<file path="src/rtl/pong_bar_scheduler.sv">
// Round-robin scheduler for the two Pong bar positions: grants one move request,
// clamps it to the playfield, waits out a hold delay, then commits it while no bar pixel is being drawn.
module pong_bar_scheduler #(
  parameter int Y_INIT = 195,
  parameter int Y_MIN  = 6,
  parameter int Y_MAX  = 383,
  parameter int HOLD   = 1048575
) (
  input  logic       clk_in,
  input  logic       i_rst,
  input  logic       enablePong,
  input  logic       req0,
  input  logic       req1,
  input  logic       incDec0,
  input  logic       incDec1,
  input  logic [8:0] step0,
  input  logic [8:0] step1,
  input  logic       draw_busy,
  output logic       ack0,
  output logic       ack1,
  output logic [8:0] y_bar0,
  output logic [8:0] y_bar1,
  output logic       busy,
  output logic       grant_id
);

  localparam int               CNT_W    = (HOLD > 1) ? $clog2(HOLD) : 1;
  localparam logic [CNT_W-1:0] CNT_LAST = CNT_W'(HOLD - 1);
  localparam logic [9:0]       YMIN_W   = 10'(Y_MIN);
  localparam logic [9:0]       YMAX_W   = 10'(Y_MAX);

  typedef enum logic [1:0] {S_IDLE, S_CALC, S_HOLD, S_WAIT} state_t;

  state_t           state, state_nx;
  logic             ptr, ptr_nx;
  logic             gid, gid_nx;
  logic [CNT_W-1:0] cnt, cnt_nx;
  logic             grant, commit;
  logic             dir_l;
  logic [8:0]       step_l;
  logic [8:0]       target;

  // Saturate a move to [Y_MIN, Y_MAX] using 10-bit headroom so the sum cannot wrap.
  function automatic logic [8:0] clamp_move(input logic [8:0] y, input logic down,
                                            input logic [8:0] step);
    logic [9:0] sum;
    logic [9:0] room;
    sum  = {1'b0, y} + {1'b0, step};
    room = {1'b0, y} - YMIN_W;
    if (down)
      clamp_move = (sum > YMAX_W) ? YMAX_W[8:0] : sum[8:0];
    else
      clamp_move = ({1'b0, step} > room) ? YMIN_W[8:0] : (y - step);
  endfunction

  always_comb begin
    state_nx = state;
    ptr_nx   = ptr;
    gid_nx   = gid;
    cnt_nx   = cnt;
    grant    = 1'b0;
    commit   = 1'b0;
    if (!enablePong) begin
      state_nx = S_IDLE;
    end else begin
      case (state)
        S_IDLE: begin
          if (req0 || req1) begin
            grant    = 1'b1;
            // On a tie the requester not served last wins.
            gid_nx   = (req0 && req1) ? ~ptr : req1;
            ptr_nx   = gid_nx;
            state_nx = S_CALC;
          end
        end
        S_CALC: begin
          cnt_nx   = '0;
          state_nx = S_HOLD;
        end
        S_HOLD: begin
          if (cnt == CNT_LAST) state_nx = S_WAIT;
          else                 cnt_nx   = cnt + 1'b1;
        end
        S_WAIT: begin
          if (!draw_busy) begin
            commit   = 1'b1;
            state_nx = S_IDLE;
          end
        end
        default: state_nx = S_IDLE;
      endcase
    end
  end

  always_ff @(posedge clk_in or posedge i_rst) begin
    if (i_rst) begin
      state  <= S_IDLE;
      ptr    <= 1'b1;
      gid    <= 1'b0;
      cnt    <= '0;
      ack0   <= 1'b0;
      ack1   <= 1'b0;
      y_bar0 <= 9'(Y_INIT);
      y_bar1 <= 9'(Y_INIT);
    end else begin
      state <= state_nx;
      ptr   <= ptr_nx;
      gid   <= gid_nx;
      cnt   <= cnt_nx;
      ack0  <= commit & ~gid;
      ack1  <= commit & gid;
      if (commit && !gid) y_bar0 <= target;
      if (commit &&  gid) y_bar1 <= target;
    end
  end

  // Transaction operands are captured at grant and never re-sampled.
  always_ff @(posedge clk_in) begin
    if (grant) begin
      dir_l  <= gid_nx ? incDec1 : incDec0;
      step_l <= gid_nx ? step1 : step0;
    end
    if (state == S_CALC)
      target <= clamp_move(gid ? y_bar1 : y_bar0, dir_l, step_l);
  end

  assign busy     = (state != S_IDLE);
  assign grant_id = gid;

endmodule

</file>
<file path="config.mk">
export PLATFORM = sky130hd
export DESIGN_NAME = pong_bar_scheduler
export DESIGN_NICKNAME = d
export VERILOG_FILES = /design/src/rtl/pong_bar_scheduler.sv
export SDC_FILE = /design/constraint.sdc
export NUM_CORES = 1
export LEC_CHECK = 0
export ABC_CLOCK_PERIOD_IN_PS = 5500
export CAP_MARGIN = 0
export CORE_AREA = 4 4 77 107
export CTS_CLUSTER_SIZE = 30
export DETAILED_ROUTE_END_ITERATION = 8
export DIE_AREA = 0 0 81 111
export PLACE_DENSITY = 0.79
export SYNTH_ARGS = -nofsm -noshare
export SYNTH_HDL_FRONTEND = slang
export SYNTH_SLANG_ARGS = --single-unit
</file>
<file path="constraint.sdc">
create_clock -name clk_in -period 5.5 [get_ports clk_in]
set_clock_uncertainty 0.15 [all_clocks]
set_input_delay 1.1 -clock clk_in [delete_from_list [all_inputs] [get_ports clk_in]]
set_output_delay 1.1 -clock clk_in [all_outputs]
set_load 0.01 [all_outputs]
</file>
Yosys cells after proc, flatten, opt, wreduce, memory -nomap -nowiden
Index checks and enable logic that the tools add are counted.
{"block": "word_totals", "elab_cells": 63, "output_inout_bits": 22, "register_bits": 63}
{"block": "op_classes", "n_bitwise": 4, "magnitude_cmp": 2, "muxes": 23, "eq_ne": 8, "addsub": 4, "reduce_logical": 11}
{"operator": "two-way mux 9 bit", "count": 5}
{"operator": "one-hot mux 20 bit (2 select lines)", "count": 1}
{"operator": "adder 20 x 1 -> 20 bit (second input constant)", "count": 1}
{"operator": "== test 20 bit (second input constant)", "count": 1}
{"operator": "two-way mux 20 bit", "count": 1}
{"operator": "two-way mux 1 bit", "count": 11}
{"operator": "adder 9 x 9 -> 10 bit", "count": 1}
{"operator": "> comparator 10 x 9 -> 1 bit (second input constant)", "count": 1}
{"operator": "> comparator 9 x 10 -> 1 bit", "count": 1}
{"operator": "subtractor 9 x 3 -> 10 bit (second input constant)", "count": 1}
{"operator": "inequality test 3 bit (second input constant)", "count": 3}
{"operator": "AND reduction 3 bit", "count": 3}
{"operator": "subtractor 9 bit", "count": 1}
{"operator": "two-way mux 2 bit", "count": 4}
{"operator": "one-hot mux 2 bit (4 select lines)", "count": 1}
{"operator": "== test 2 bit (second input constant)", "count": 2}
{"operator": "nonzero test 2 bit", "count": 2}
{"operator": "logical AND 1 bit", "count": 3}
{"operator": "AND 1 bit", "count": 2}
{"operator": "== test 2 x 1 -> 1 bit (second input constant)", "count": 1}
{"operator": "logical NOT 2 bit", "count": 1}
{"operator": "inequality test 2 bit (second input constant)", "count": 1}
{"operator": "inverter 1 bit", "count": 2}
{"operator": "logical NOT 1 bit", "count": 1}
{"operator": "logical OR 1 bit", "count": 1}

Logic depth before layout (Yosys ltp)
{"block": "depth", "ltp_word": 6, "mapped_depth": 14}

Least setup slack after synthesis
OpenSTA, ideal clock, no wires.
{"block": "synth_path", "path_type": "register -> register", "from": "reg gid (netlist: grant_id)", "to": "reg target[7], data pin", "arrival_time_ns": 3.518, "period_less_slack_ns": 3.929, "stages_incl_launch_ff": 13, "path_slack_ns": 1.571, "path_cell_list": "dfrtp_1 -> buf_2 -> mux2_2 -> ha_1 -> or4b_2 -> a22oi_1 -> xnor2_1 -> ha_1 -> and4b_1 -> a311oi_1 -> a21oi_1 -> and2_1 -> o32a_1"}
{"block": "synth_between", "elab_chain_cells": 5, "elab_cells_between_ends": 9}
{"element": "from (decl)", "line": "36", "text": "logic gid, gid_nx;"}
{"element": "from (signal assigned)", "line": "108", "text": "gid <= gid_nx;"}
{"element": "two-way mux 9 bit (*)", "line": "124", "text": "target <= clamp_move(gid ? y_bar1 : y_bar0, dir_l, step_l);"}
{"element": "subtractor 9 x 3 -> 10 bit or adder 9 x 9 -> 10 bit (tied branches)", "line": "49, 48"}
{"element": "> comparator 9 x 10 -> 1 bit or > comparator 10 x 9 -> 1 bit (tied branches)", "line": "53, 51"}
{"element": "two-way mux 9 bit, on equally long branches", "line": "53, 51"}
{"element": "two-way mux 9 bit (*)", "line": "50", "text": "if (down)"}
{"element": "to (signal assigned)", "line": "124"}
{"element": "to (decl)", "line": "41", "text": "logic [8:0] target;"}
Mark *: on every way between the ends. The rest lies on a longest branch, timed or not.
A chain may end at the register's enable or synchronous reset.

Worst setup path in the final report
Same ends and word-level chain as after synthesis.

==> summary.md <==
| Metric | Value |
|---|---|
| Worst path max stage delay | 760 ps |
| Row count | 37 |
| Worst slew pin tran | roughly 760 ps |
| WL/cell | 17.2 um |
| Largest net degree at the start of global routing | 45 |
| Layout area overhead | 19.0% |
| Status | finished, final reports clean |
| Met2 WL | 5.07 mm |
| Max-cap check violation count | 0 |
| # IOs | 48 |
| DRC Markers | 0 |
| CP most frequent cell | ha_1 |
| P per Cell Area | between 500 and 600 mW/mm^2 |
| Total Power | 2.67 mW |
| CP endpoint kind | flip-flop |
| Vias in the first global route | 3420 |
| N_diodes | 0 |
| Arr. time, crit path | 4470 ps |
| Post-DP HPWL | 7.51 mm |
| Final hold slack | 325 ps |
| Leakage power | between 2 and 2.5 nW |
| Top cell type's share of synthesized area | around 22% |
| M1 WL | roughly 3.8 mm |
| Sequential share of the synthesized area | 41.6% |
| Max Used Layer | met4 |
| Tmin final | 4520 ps |
| Total nets after synthesis | 470 |
| # clock sinks | between 60 and 70 |
| Htree depth | 3 |
| Crit path buffers/inverters | 0 |
| IR drop worst, VDD | 0.473 mV |
| Avg Cell Area, Syn | 9.86 um^2 |
| Slew Viols, Final | 0 |
| First-iteration detailed-routing DRC count | 145 |
| Via count | about 3300 |
| RePlAce Congestion | 0.896 |
| Synth warnings | 0 |
| Skew-Pair Late Insertion Delay | 350 ps |
| Worst-path fanout max | 19 |
| Synthesized flop and latch total | 63 |
| First-pass GRT wire length | ~16 mm |
| Hold_buf cts | 0 |
| Port bufs | 47 |
| Met3 wire length | about 420 um |
| Vias/cell | around 5.8 |
| Post-route ant nets | 0 |
| Cell Chain, Critical Path | mux2_2, ha_1, or4b_2, a22oi_1, xnor2_1, ha_1, and4b_1, a311oi_1, a21oi_1, and2_1, o32a_1 |
| Worst-path clk slew | 70 ps |
| Synth Flop Type | dfrtp_1 |
| Gr usage total | 23.6% |
| Post-synth EDFFs | 19 |
| Fraction of layout cells with a size suffix above 1 | 13.3% |
| Vert. Die Dim | between 100 and 150 um |
| Crit path required time | 5450 ps |
| NumNets Final | 521 |
| Routed WL | 9.68 mm |
| Setup Crit Path Kind | flip-flop to flip-flop |
| Die width | 81 um |
| Slowest-stage cell, CP | dfrtp_1 |
| TNS Setup | 0 ps |
| Setup bufs post-CTS | 0 |
| Final hold vios | 0 |
| Root Buffer | clkbuf_8 |
| Clk buf depth | 2 |
| Congestion Overflow GR | 0 |
| Crit path max-delay family | compound AO/OA/AOI/OAI gates |
| Worst Setup Start Kind | flip-flop |
| RSZ-0062 raised after global routing | false |
| Synth area leaders | dfrtp_1 (22%), edfxtp_1 (14%), ha_1 (9.9%), mux2_2 (7.2%), dfstp_2 (5.8%) |
| Post-synth top area cell | dfrtp_1 |
| CTS tree | done |
| Asr flop ratio synth | between 60% and 70% |
| Die footprint | 0.00899 mm^2 |
| Post-route clock period utilization | 82.1% |
| Synth Instances | 410 |
| Slew margin rel. | between 40% and 50% |
| # setup viols final | 0 |
| Count of cell types in the netlist | 60 |
| CTS resizes | 0 |
| Hold crit path type | flip-flop to flip-flop |
| Antenna violations before repair | 0 |
| Core region area | 0.00731 mm^2 |
| Pre-antenna DRT Iters | 4 |
| Highest clock rate | 221 MHz |
| Post-synthesis cell area | 0.00404 mm^2 |
| CTS buffer count | 9 |
| Starting density of the core | 55.3% |
==> report_power, final <==
group / internal [mW] / switching (mW) / leakage (nW)
registers: 0.677 / 0.136 / 0.749
logic: 0.683 / 0.810 / 1.30
clock network: 0.178 / 0.190 / 0.0930
==> layout by cell type (no fill, tap or decap), types with 2 or more instances in the layout <==
cell,n
a21oi_1,17
ha_1,32
clkinv_2,2
mux2i_1,3
a21boi_0,2
a22oi_1,2
or4_1,3
clkinv_1,2
inv_6,2
and2_1,4
nand4_1,7
o21ai_0,14
xor2_1,15
nand4b_1,2
edfxtp_1,19
clkdlybuf4s50_1,47
nand3_1,12
nand3b_1,4
nand2_1,51
a31oi_1,2
and4_1,2
xnor2_1,13
buf_4,4
o22ai_1,4
nor2_1,30
a222oi_1,2
nand2b_1,7
clkbuf_8,10
mux2_2,26
o211ai_1,2
a211oi_1,3
fa_1,2
o311ai_0,2
or3_1,7
dfstp_2,9
dfrtp_1,35
nor3_1,8
or3b_2,2
a21o_1,6
inv_1,26
==> final cells by class <==
cell class                      count  area, um^2
Fill cell                         612        2500
Multi-Input combinational cell    308        2220
Sequential cell                    63        1680
Timing Repair Buffer               51         500
Clock buffer                       10         138
Tap cell                           97         121
Inverter                           28         105
Clock inverter                      6        43.8
==> metrics by stage <==
stage               util [%]  worst slack, ps  instances  instance area (um^2)
finish                  65.8              985        563                  4810
global route            65.8              715        563                  4810
CTS                     65.8             1010        563                  4810
detailed placement      63.3             1030        547                  4630
global placement        63.3             1140        547                  4630
floorplan                  -             1570        410                  4040
==> Yosys cell counts, types with 3 or more instances <==
cell and count:
mux2_2 26, or3_1 7, clkbuf_1 9, a21oi_1 17, a21o_1 6, or4_1 3
nand3b_1 4, inv_1 27, xor2_1 15, and2_1 4, edfxtp_1 19, dfstp_2 9
mux2i_1 3, a211oi_1 3, o21ai_0 14, nor2_1 30, nand3_1 12, o22ai_1 4
xnor2_1 13, ha_1 32, nand4_1 7, nand2b_1 7, nor3_1 8, dfrtp_1 35
nand2_1 51
==> worst min-delay path, stage by stage, from the launching register on <==
cell and delay [ps]:
edfxtp_1 340, nand2_1 50, nand2_1 50
==> layer usage <==
layer	vias up	GRT usage [%]
met5	-	0
met4	0	10.5
met3	29	5.61
met2	102	40.8
met1	1567	26.9
li1	1560	-
==> registers in the layout, summed over array words and instances (netlist names) <==
register	cells
ack1	1
ptr	1
dir_l	1
ack0	1
state	2
target	9
step_l	9
grant_id	1
cnt	20
y_bar1	9
y_bar0	9
==> final timing paths <==
path / startpoint / endpoint / slack, ps / cells past startpoint
setup / recovery: grant_id / target[7] / 980 / 11
hold / removal: target[7] / y_bar1[7] / 320 / 2
setup reg to reg: grant_id / target[7] / 980 / 11
hold reg to reg: target[7] / y_bar1[7] / 320 / 2
max in group asynchronous: i_rst / y_bar1[0] / 3760 / 3
min in group asynchronous: i_rst / ack1 / 1040 / 3
==> logic make-up after synthesis <==
logic type	Yosys count	share of synthesized area [%]
mux	29	7.99
compound gates	70	11.4
simple gates	147	18.4
xor+xnor	28	6.07
flops	63	41.6
fa+ha+maj	34	10.9
buf+inv	39	3.65
Note: power is estimated with default switching activity, not from simulation.
